`config.mk`:
```
export PLATFORM = sky130hd
export DESIGN_NAME = lsu_mem_master
export DESIGN_NICKNAME = d
export VERILOG_FILES = /design/src/rtl/lsu_mem_master.sv
export SDC_FILE = /design/constraint.sdc
export NUM_CORES = 1
export LEC_CHECK = 0
export CAP_MARGIN = 10
export CORE_ASPECT_RATIO = 2
export CORE_MARGIN = 3
export CORE_UTILIZATION = 40
export CTS_CLUSTER_SIZE = 16
export DETAILED_ROUTE_END_ITERATION = 10
export GPL_ROUTABILITY_DRIVEN = 1
export GPL_TIMING_DRIVEN = 0
export PLACE_DENSITY = 0.87
export SETUP_SLACK_MARGIN = 0.2
export SYNTH_ARGS = -nofsm -noshare
export SYNTH_HDL_FRONTEND = slang
export SYNTH_SLANG_ARGS = --single-unit
```
`constraint.sdc`:
```
create_clock -name clk -period 1.65 [get_ports clk]
set_input_delay 0.165 -clock clk [delete_from_list [all_inputs] [get_ports clk]]
set_output_delay 0.165 -clock clk [all_outputs]
set_load 0.05 [all_outputs]
```
`src/rtl/lsu_mem_master.sv`:
```
// Purpose: RV32I load/store initiator driving the data-memory request port with strobes and lane-replicated data.
// Latency: faults complete 1 cycle after lsu_valid, stores 2 cycles, loads 3 cycles (immediate gnt/rvalid).
// Backpressure: lsu_stall holds the pipeline until done; mem_* stay stable while waiting for mem_gnt, bounded by TIMEOUT_CYC.
module lsu_mem_master #(
    parameter int ADDR_W      = 32,
    parameter int TIMEOUT_CYC = 256
) (
    input  logic              clk,
    input  logic              rst_n,
    input  logic              lsu_valid,
    input  logic              lsu_we,
    input  logic [2:0]        lsu_funct3,
    input  logic [ADDR_W-1:0] lsu_addr,
    input  logic [31:0]       lsu_wdata,
    output logic              lsu_stall,
    output logic              lsu_done,
    output logic [31:0]       lsu_rdata,
    output logic [1:0]        lsu_exc,
    output logic              mem_req,
    output logic              mem_we,
    output logic [ADDR_W-1:0] mem_addr,
    output logic [3:0]        mem_wstrb,
    output logic [31:0]       mem_wdata,
    input  logic              mem_gnt,
    input  logic              mem_rvalid,
    input  logic [31:0]       mem_rdata
);

    typedef enum logic [1:0] {
        IDLE = 2'd0,
        REQ  = 2'd1,
        RESP = 2'd2,
        DONE = 2'd3
    } state_t;

    localparam int              CNT_W    = $clog2(TIMEOUT_CYC);
    localparam logic [CNT_W-1:0] CNT_LAST = CNT_W'(TIMEOUT_CYC - 1);

    localparam logic [1:0] EXC_OK      = 2'b00;
    localparam logic [1:0] EXC_MISAL   = 2'b01;
    localparam logic [1:0] EXC_ILLEGAL = 2'b10;
    localparam logic [1:0] EXC_TIMEOUT = 2'b11;

    state_t           state;
    logic [CNT_W-1:0] tmo_cnt;
    logic [CNT_W-1:0] tmo_cnt_nxt;
    logic             tmo_hit;
    logic [2:0]       fn3_q;
    logic [1:0]       off_q;

    logic             dec_illegal;
    logic             dec_misal;
    logic [3:0]       dec_strb;
    logic [31:0]      dec_wdata;

    logic [7:0]       ld_byte;
    logic [15:0]      ld_half;
    logic [31:0]      ld_fmt;

    // Pipeline is held while a request is being decoded or is outstanding at the memory.
    assign lsu_stall = ((state == IDLE) && lsu_valid) || (state == REQ) || (state == RESP);

    // Counter saturates at the last allowed cycle so a late gnt cannot restart the budget for RESP.
    assign tmo_hit     = (tmo_cnt == CNT_LAST);
    assign tmo_cnt_nxt = tmo_hit ? tmo_cnt : tmo_cnt + 1'b1;

    // Decode the incoming request: legality, alignment, byte strobes and lane-replicated store data.
    always_comb begin
        dec_illegal = 1'b0;
        dec_misal   = 1'b0;
        dec_strb    = 4'b0000;
        dec_wdata   = lsu_wdata;
        case (lsu_funct3)
            3'b000: begin
                dec_strb  = 4'b0001 << lsu_addr[1:0];
                dec_wdata = {4{lsu_wdata[7:0]}};
            end
            3'b001: begin
                dec_misal = lsu_addr[0];
                dec_strb  = 4'b0011 << {lsu_addr[1], 1'b0};
                dec_wdata = {2{lsu_wdata[15:0]}};
            end
            3'b010: begin
                dec_misal = |lsu_addr[1:0];
                dec_strb  = 4'b1111;
            end
            3'b100: begin
                dec_illegal = lsu_we;
            end
            3'b101: begin
                dec_illegal = lsu_we;
                dec_misal   = lsu_addr[0];
            end
            default: begin
                dec_illegal = 1'b1;
            end
        endcase
        if (!lsu_we) begin
            dec_strb = 4'b0000;
        end
    end

    // Select the addressed lane of the returned word and extend it per the latched access type.
    always_comb begin
        ld_byte = mem_rdata[{off_q, 3'b000} +: 8];
        ld_half = off_q[1] ? mem_rdata[31:16] : mem_rdata[15:0];
        case (fn3_q)
            3'b000:  ld_fmt = {{24{ld_byte[7]}}, ld_byte};
            3'b100:  ld_fmt = {24'h000000, ld_byte};
            3'b001:  ld_fmt = {{16{ld_half[15]}}, ld_half};
            3'b101:  ld_fmt = {16'h0000, ld_half};
            default: ld_fmt = mem_rdata;
        endcase
    end

    // Transaction FSM with registered memory-port and completion outputs.
    always_ff @(posedge clk) begin
        if (!rst_n) begin
            state     <= IDLE;
            tmo_cnt   <= '0;
            fn3_q     <= 3'b000;
            off_q     <= 2'b00;
            lsu_done  <= 1'b0;
            lsu_rdata <= 32'h0;
            lsu_exc   <= EXC_OK;
            mem_req   <= 1'b0;
            mem_we    <= 1'b0;
            mem_addr  <= '0;
            mem_wstrb <= 4'b0000;
            mem_wdata <= 32'h0;
        end else begin
            case (state)
                IDLE: begin
                    lsu_done <= 1'b0;
                    lsu_exc  <= EXC_OK;
                    if (lsu_valid) begin
                        if (dec_illegal) begin
                            lsu_done <= 1'b1;
                            lsu_exc  <= EXC_ILLEGAL;
                            state    <= DONE;
                        end else if (dec_misal) begin
                            lsu_done <= 1'b1;
                            lsu_exc  <= EXC_MISAL;
                            state    <= DONE;
                        end else begin
                            mem_req   <= 1'b1;
                            mem_we    <= lsu_we;
                            mem_addr  <= {lsu_addr[ADDR_W-1:2], 2'b00};
                            mem_wstrb <= dec_strb;
                            mem_wdata <= dec_wdata;
                            fn3_q     <= lsu_funct3;
                            off_q     <= lsu_addr[1:0];
                            tmo_cnt   <= '0;
                            state     <= REQ;
                        end
                    end
                end
                REQ: begin
                    tmo_cnt <= tmo_cnt_nxt;
                    if (mem_gnt) begin
                        mem_req <= 1'b0;
                        if (mem_we) begin
                            lsu_done <= 1'b1;
                            lsu_exc  <= EXC_OK;
                            state    <= DONE;
                        end else begin
                            state <= RESP;
                        end
                    end else if (tmo_hit) begin
                        mem_req  <= 1'b0;
                        lsu_done <= 1'b1;
                        lsu_exc  <= EXC_TIMEOUT;
                        state    <= DONE;
                    end
                end
                RESP: begin
                    tmo_cnt <= tmo_cnt_nxt;
                    if (mem_rvalid) begin
                        lsu_rdata <= ld_fmt;
                        lsu_done  <= 1'b1;
                        lsu_exc   <= EXC_OK;
                        state     <= DONE;
                    end else if (tmo_hit) begin
                        lsu_done <= 1'b1;
                        lsu_exc  <= EXC_TIMEOUT;
                        state    <= DONE;
                    end
                end
                DONE: begin
                    lsu_done <= 1'b0;
                    lsu_exc  <= EXC_OK;
                    state    <= IDLE;
                end
                default: begin
                    state <= IDLE;
                end
            endcase
        end
    end

endmodule

```
==> results.md, run 1 <==
- Status: finished with violations
- Violated checks: setup timing
- Worst-Margin Slew: 984 ps
- Max_slew headroom: about 34%
- DP Cell Count: between 1000 and 1500
- Synth-to-Final Area Change: 94.3%
- Layout fillers: 673
- FP Rows: 60
- Crit path capture type: flip-flop
- Finished Layout Cells: between 1000 and 1500
- Syn Area/Cell: 7.96 um^2
- Final RePlAce weighted congestion: approximately 0.97
- FMAX: roughly 0.53 GHz
- Worst setup margin: -249 ps
- Final TNS setup: -7890 ps
- Hold WS: 93.4 ps
- CTS max path bufs: 2
- GR Util All Layers: about a third
- Yosys warns: 0
- Post-layout instance area: about 11000 um^2
- Clock skew: a little under 10 ps
- Syn Inst Count: 704
- Max cap viols: 0
- Met1 Track Usage GR: between 30% and 40%
- WL per Instance: approximately 25 um
- Core area: 13600 um^2
- Largest net degree at the start of global routing: 17
- PwrDens: about 1400 nW/um^2
- Flops & latches, synth: approximately 120
- WL final: ~30000 um
- Yosys cell types: between 50 and 60
- Die height: ~170 um
- Width of the die: about 90 um
- Setup WS pre-CTS: -607 ps
- Clock Pin Slew Worst Setup and Hold Paths: 60 ps
- Full die area: about 16000 um^2
- Clock period minus worst slack: 1900 ps
- LEAKAGE: approximately 4.2 nW
- CTS Hold Bufs: 0
- CP required: about 1900 ps
- TritonCTS Buffers: 17
- Crit share post-route: 115%
- H-tree levels: 4
- Final setup viols: slightly below 90
- Initial Utilization: 41.3%
- Final net count: around 1100
- VDD IR max: 1.22 mV
- CTS tree: built
- Routed vias: between 7000 and 8000
- Met3 usage: 6.91%
- M2 GR Usage: a little under three fifths
- Clock latency on the worst-skew pair: 430 ps
- Post-synthesis sequential area ratio: between 40% and 50%
- # DRC: 0
- Post-synth EDFFs: 0
- Pins over their slew limit: 0
- Hold Fails Final Rpt: 0
- Root buf cell: clkbuf_16
- Most frequent cells in the layout: 106 x dfxtp_1, 96 x clkdlybuf4s50_1, 77 x clkbuf_2
- Starting DRT DRC Count: ~630
- Initial antenna violation count: 0
- Yosys top cell by area: dfxtp_1
- # diodes: 0
- First-pass GRT wire length: 39100 um
- Ys flop type: dfxtp_1
- Antenna-violating nets left: 0
- Remaining global-route overflow: 0
- Fin util: approximately four fifths
- Post-Place Cell Area: about 8000 um^2
- Commonest non-fill, non-tap cell in the layout: dfxtp_1
- Setup crit start kind: flip-flop
- Asr flop ratio synth: 0%
- Drt via density: approximately 6.2
- IO Port Bufs: between 200 and 250
- CTS sink count: ~120
- Vias in the first global route: 7242
- DPL Wire Length: ~15000 um
- Share of layout cells above drive strength 1: ~52%
- I/O pins: between 200 and 250
- Overall Power: roughly 15 mW
- RSZ-0062 raised after global routing: yes
- Top cells by area, synth: dfxtp_1 42%, nand2_1 11%, a21oi_1 8.5%, mux2i_1 3.7%, o21ai_0 3.4%
- Critical path class: reg2reg
- Post-synth top area share: around 42%
- Critical path fanouts, max: 5
- Busiest grt layer: met2
- Worst hold path class: in2reg
- Mapped Area: between 5000 and 6000 um^2
- Arrival @ worst endpoint: roughly 2200 ps
- Router iterations before antenna repair: 8
-- power by group --
part	switching (mW)	internal [mW]	total [mW]
registers	0.361	3.28	3.64
logic	4.47	3.09	7.57
clock network	1.56	2.30	3.86
total	6.39	8.68	15.1
-- worst paths after layout --
check          startpoint  slack (ps)  cells past startpoint            end
max              state[0]        -250                      9  mem_wdata[22]
min           lsu_addr[1]          90                      3       off_q[1]
max reg2reg      state[0]        -250                      9  mem_wdata[22]
min reg2reg  mem_addr[29]         470                      2   mem_addr[29]
-- layer usage --
metal | wire [um] | share of wire (%)
met1 | 9330 | 31
met2 | 15700 | 52
met3 | 2170 | 7.1
met4 | 3200 | 11
met5 | 0 | 0
-- cell usage after synthesis (3+ instances only) --
cell      number
nand2_1      163
dfxtp_1      118
a21oi_1       95
nor2_1        40
o21ai_0       38
clkbuf_1      35
mux2i_1       21
o211ai_1      20
a211oi_1      16
buf_2         13
inv_1         13
nand3b_1      11
a311oi_1       9
nand3_1        9
o31ai_1        9
nand2b_1       8
nor3_1         8
a31o_2         7
mux2_2         7
buf_4          5
buf_6          5
ha_1           5
nor4_1         4
and2_1         3
nor2b_1        3
or4_1          3
-- state kept, by name (all words and copies together) (netlist names) --
name       cells
mem_req        1
mem_wstrb      4
fn3_q          3
off_q          2
lsu_done       1
mem_addr      30
tmo_cnt        8
lsu_exc        2
state          2
mem_wdata     32
lsu_rdata     32
mem_we         1
-- worst max-delay path, cell delays in order, from the launching register on --
cell	delay (ps)
dfxtp_4	370
inv_4	80
ha_4	140
clkbuf_16	150
o211a_4	200
buf_8	140
buf_12	160
buf_12	120
nor2_2	30
a311oi_1	360
-- logic make-up after synthesis --
logic type | Yosys count | share of synthesized area (%)
compound gates | 214 | 23.9
fa+ha+maj | 5 | 1.12
buf+inv | 72 | 6.11
flops | 118 | 42.1
mux | 29 | 5.56
other cells | 1 | 0.0669
simple gates | 265 | 21.1
-- what timing repair did --
item	in CTS	in global routing
hold endpoints to repair	0	0
setup buffers	30	14
setup endpoints to repair	221	198
cloned	16	5
pin swaps	83	105
gates resized for setup	471	318
-- cell type report --
type	count	area (um^2)	area share, %
Tap cell	186	233	2.14
Timing Repair Buffer	269	2610	24.0
Buffer	59	581	5.33
Clock buffer	18	439	4.03
Clock inverter	14	163	1.49
Inverter	13	63.8	0.586
Multi-Input combinational cell	515	4420	40.6
Sequential cell	118	2380	21.9
(Power assumes the default switching activity.)
==> run 2: changes to the inputs <==
- CTS_CLUSTER_DIAMETER: default -> 30
==> results of run 2 <==
Same layout as run 1: the final DEF is identical, and so are final timing and power.
==> run 3: changes to the inputs <==
--- a/config.mk
+++ b/config.mk
@@ -8,5 +8,5 @@
 export CAP_MARGIN = 10
 export CORE_ASPECT_RATIO = 2
-export CORE_MARGIN = 3
+export CORE_MARGIN = 2
 export CORE_UTILIZATION = 40
 export CTS_CLUSTER_DIAMETER = 30
==> constraint.sdc (replaced) <==
create_clock -name clk -period 1.65 [get_ports clk]
set_input_delay 0.165 -clock clk [delete_from_list [all_inputs] [get_ports clk]]
set_output_delay 0.165 -clock clk [all_outputs]
set_load 0.01 [all_outputs]
==> run 3 against run 2 <==
Against the previous run: the run still ends with setup timing left; register-to-register slack worse by 40 ps; clock power is 3% higher; count of clock-buffer cells in the layout is 1 lower; design area shrank 1.5%.
==> results.md, run 3 (synthesis gave the netlist of run 1 again) <==
- Status: finished with violations
- Violated checks: setup timing
- Most used cell, CP: buf_8
- CP required: between 1500 and 2000 ps
- Worst-Margin Slew: 761 ps
- Share of layout cells above drive strength 1: roughly two fifths
- Critical path class: reg2reg
- Most frequent cells in the layout: 111 x dfxtp_1, 96 x clkdlybuf4s50_1, 93 x dlygate4sd2_1
- CTS tree: built
- WL per Instance: roughly 25 um
- # DRC: 0
- I/O pins: 211
- Clock skew: about 15 ps
- Final net count: about 1100
- Routed vias: 7213
- Drt via density: roughly 6.0
- Clock period minus worst slack: 1940 ps
- Initial Utilization: about 41%
- Pins over their slew limit: 0
- Worst hold path class: in2reg
- Antenna-violating nets left: 0
- Router iterations before antenna repair: 7
- Layout fillers: 741
- Crit share post-route: 117%
- Initial antenna violation count: 0
- Arrival @ worst endpoint: approximately 2200 ps
- RR Startpoint: state[1]
- Root buf cell: clkbuf_16
- First-pass GRT wire length: between 30000 and 40000 um
- VDD IR max: 0.870 mV
- FMAX: between 0.5 and 0.6 GHz
- Critical path fanouts, max: 7
- H-tree levels: 4
- Final TNS setup: -6650 ps
- CP peak stage delay: between 300 and 400 ps
- Clock latency on the worst-skew pair: between 400 and 500 ps
- CTS max path bufs: 2
- Crit path capture type: flip-flop
- Max_slew headroom: approximately half
- RSZ-0062 raised after global routing: yes
- Hold Fails Final Rpt: 0
- DPL Wire Length: approximately 15000 um
- Critical path, cell by cell: inv_4, ha_4, clkbuf_16, o211a_4, buf_8, buf_6, buf_8, o211ai_1, a21oi_1
- Max cap viols: 0
- Final setup viols: 74
- GR Util All Layers: about a third
- CTS sink count: between 100 and 150
- Width of the die: just under 90 um
- Full die area: approximately 15000 um^2
- Slowest-stage cell, CP: dfxtp_4
- Setup crit start kind: flip-flop
- Commonest non-fill, non-tap cell in the layout: dfxtp_1
- # diodes: 0
- WL final: just under 30000 um
- Vias in the first global route: ~7100
- Remaining global-route overflow: 0
- Clock Pin Slew Worst Setup and Hold Paths: 60 ps
- TritonCTS Buffers: 17
- Crit path launch: state[1]
- PwrDens: 1270 nW/um^2
- Area of the multi-input gates: ~4100 um^2
- Hold Startpoint: lsu_addr[1]
- Final RePlAce weighted congestion: roughly 1
- FF+latch area: 2380 um^2
- Die height: between 150 and 200 um
- Core area: ~14000 um^2
- Biggest regs: lsu_rdata (32), mem_wdata (32), mem_addr (30)
- Largest net degree at the start of global routing: 17
- Overall Power: between 10 and 15 mW
- FP Rows: 61
- IO Port Bufs: a little over 200
- Worst setup margin: -288 ps
- Starting DRT DRC Count: roughly 540
- Synth-to-Final Area Change: 91.4%
- LEAKAGE: 4.62 nW
==> run 3: path summary, 6_finish.rpt <==
kind / slack (ps) / cells after the start / to
worst max-delay path: -290 / 9 / mem_wstrb[3]
worst min-delay path: 120 / 3 / off_q[1]
worst max register to register: -290 / 9 / mem_wstrb[3]
worst min register to register: 450 / 2 / mem_wdata[30]
==> run 3: per-stage QoR <==
step	setup slack, ps	util [%]	area [um^2]	instances	hold WS, ps
2_1_floorplan	-45.0	-	5730	705	293
6_report	-288	77.7	10700	1194	124
5_1_grt	-282	77.7	10700	1194	120
3_5_place_dp	-644	58.0	8010	1098	446
3_3_place_gp	-622	58.0	8010	1098	438
4_1_cts	-145	72.4	10000	1181	159
==> run 3: repair_timing <==
item | in CTS | in global routing
endpoints found under the setup margin | 210 | 131
setup buffers | 35 | 12
gates resized for setup | 363 | 178
hold buffers | 0 | 0
gates cloned | 16 | 1
pin swaps | 86 | 47
==> run 3: area by class of cell <==
type                    count  area share, %
plain buffers              59           5.24
clock inverters            15           1.67
multi-input cells         515           38.1
clock buffers              17           3.97
flip-flops and latches    118           22.2
well taps                 189           2.20
inverters                  13          0.548
repair buffers            268           26.1
==> run 3: critical path: cells and delay by family, from the launching register on <==
kind            cells  cell delay (ps)
compound gates      3              700
buf+inv             5              600
fa+ha+maj           1              130
flops               1              370
==> run 3: per-layer routing <==
layer  global-route usage (%)  up-vias  share of wire, %
li1                         -     3066                 -
met1                     31.8     3360                31
met2                     60.0      575                52
met3                     6.86      212               7.6
met4                     22.9        0               9.3
met5                        0        -                 0
==> run 3: power breakdown <==
group          internal (mW)  total, mW  switching [mW]
registers               3.28       3.62           0.343
clock network           2.29       3.99            1.70
logic                   3.00       6.06            3.07
total                   8.57       13.7            5.10
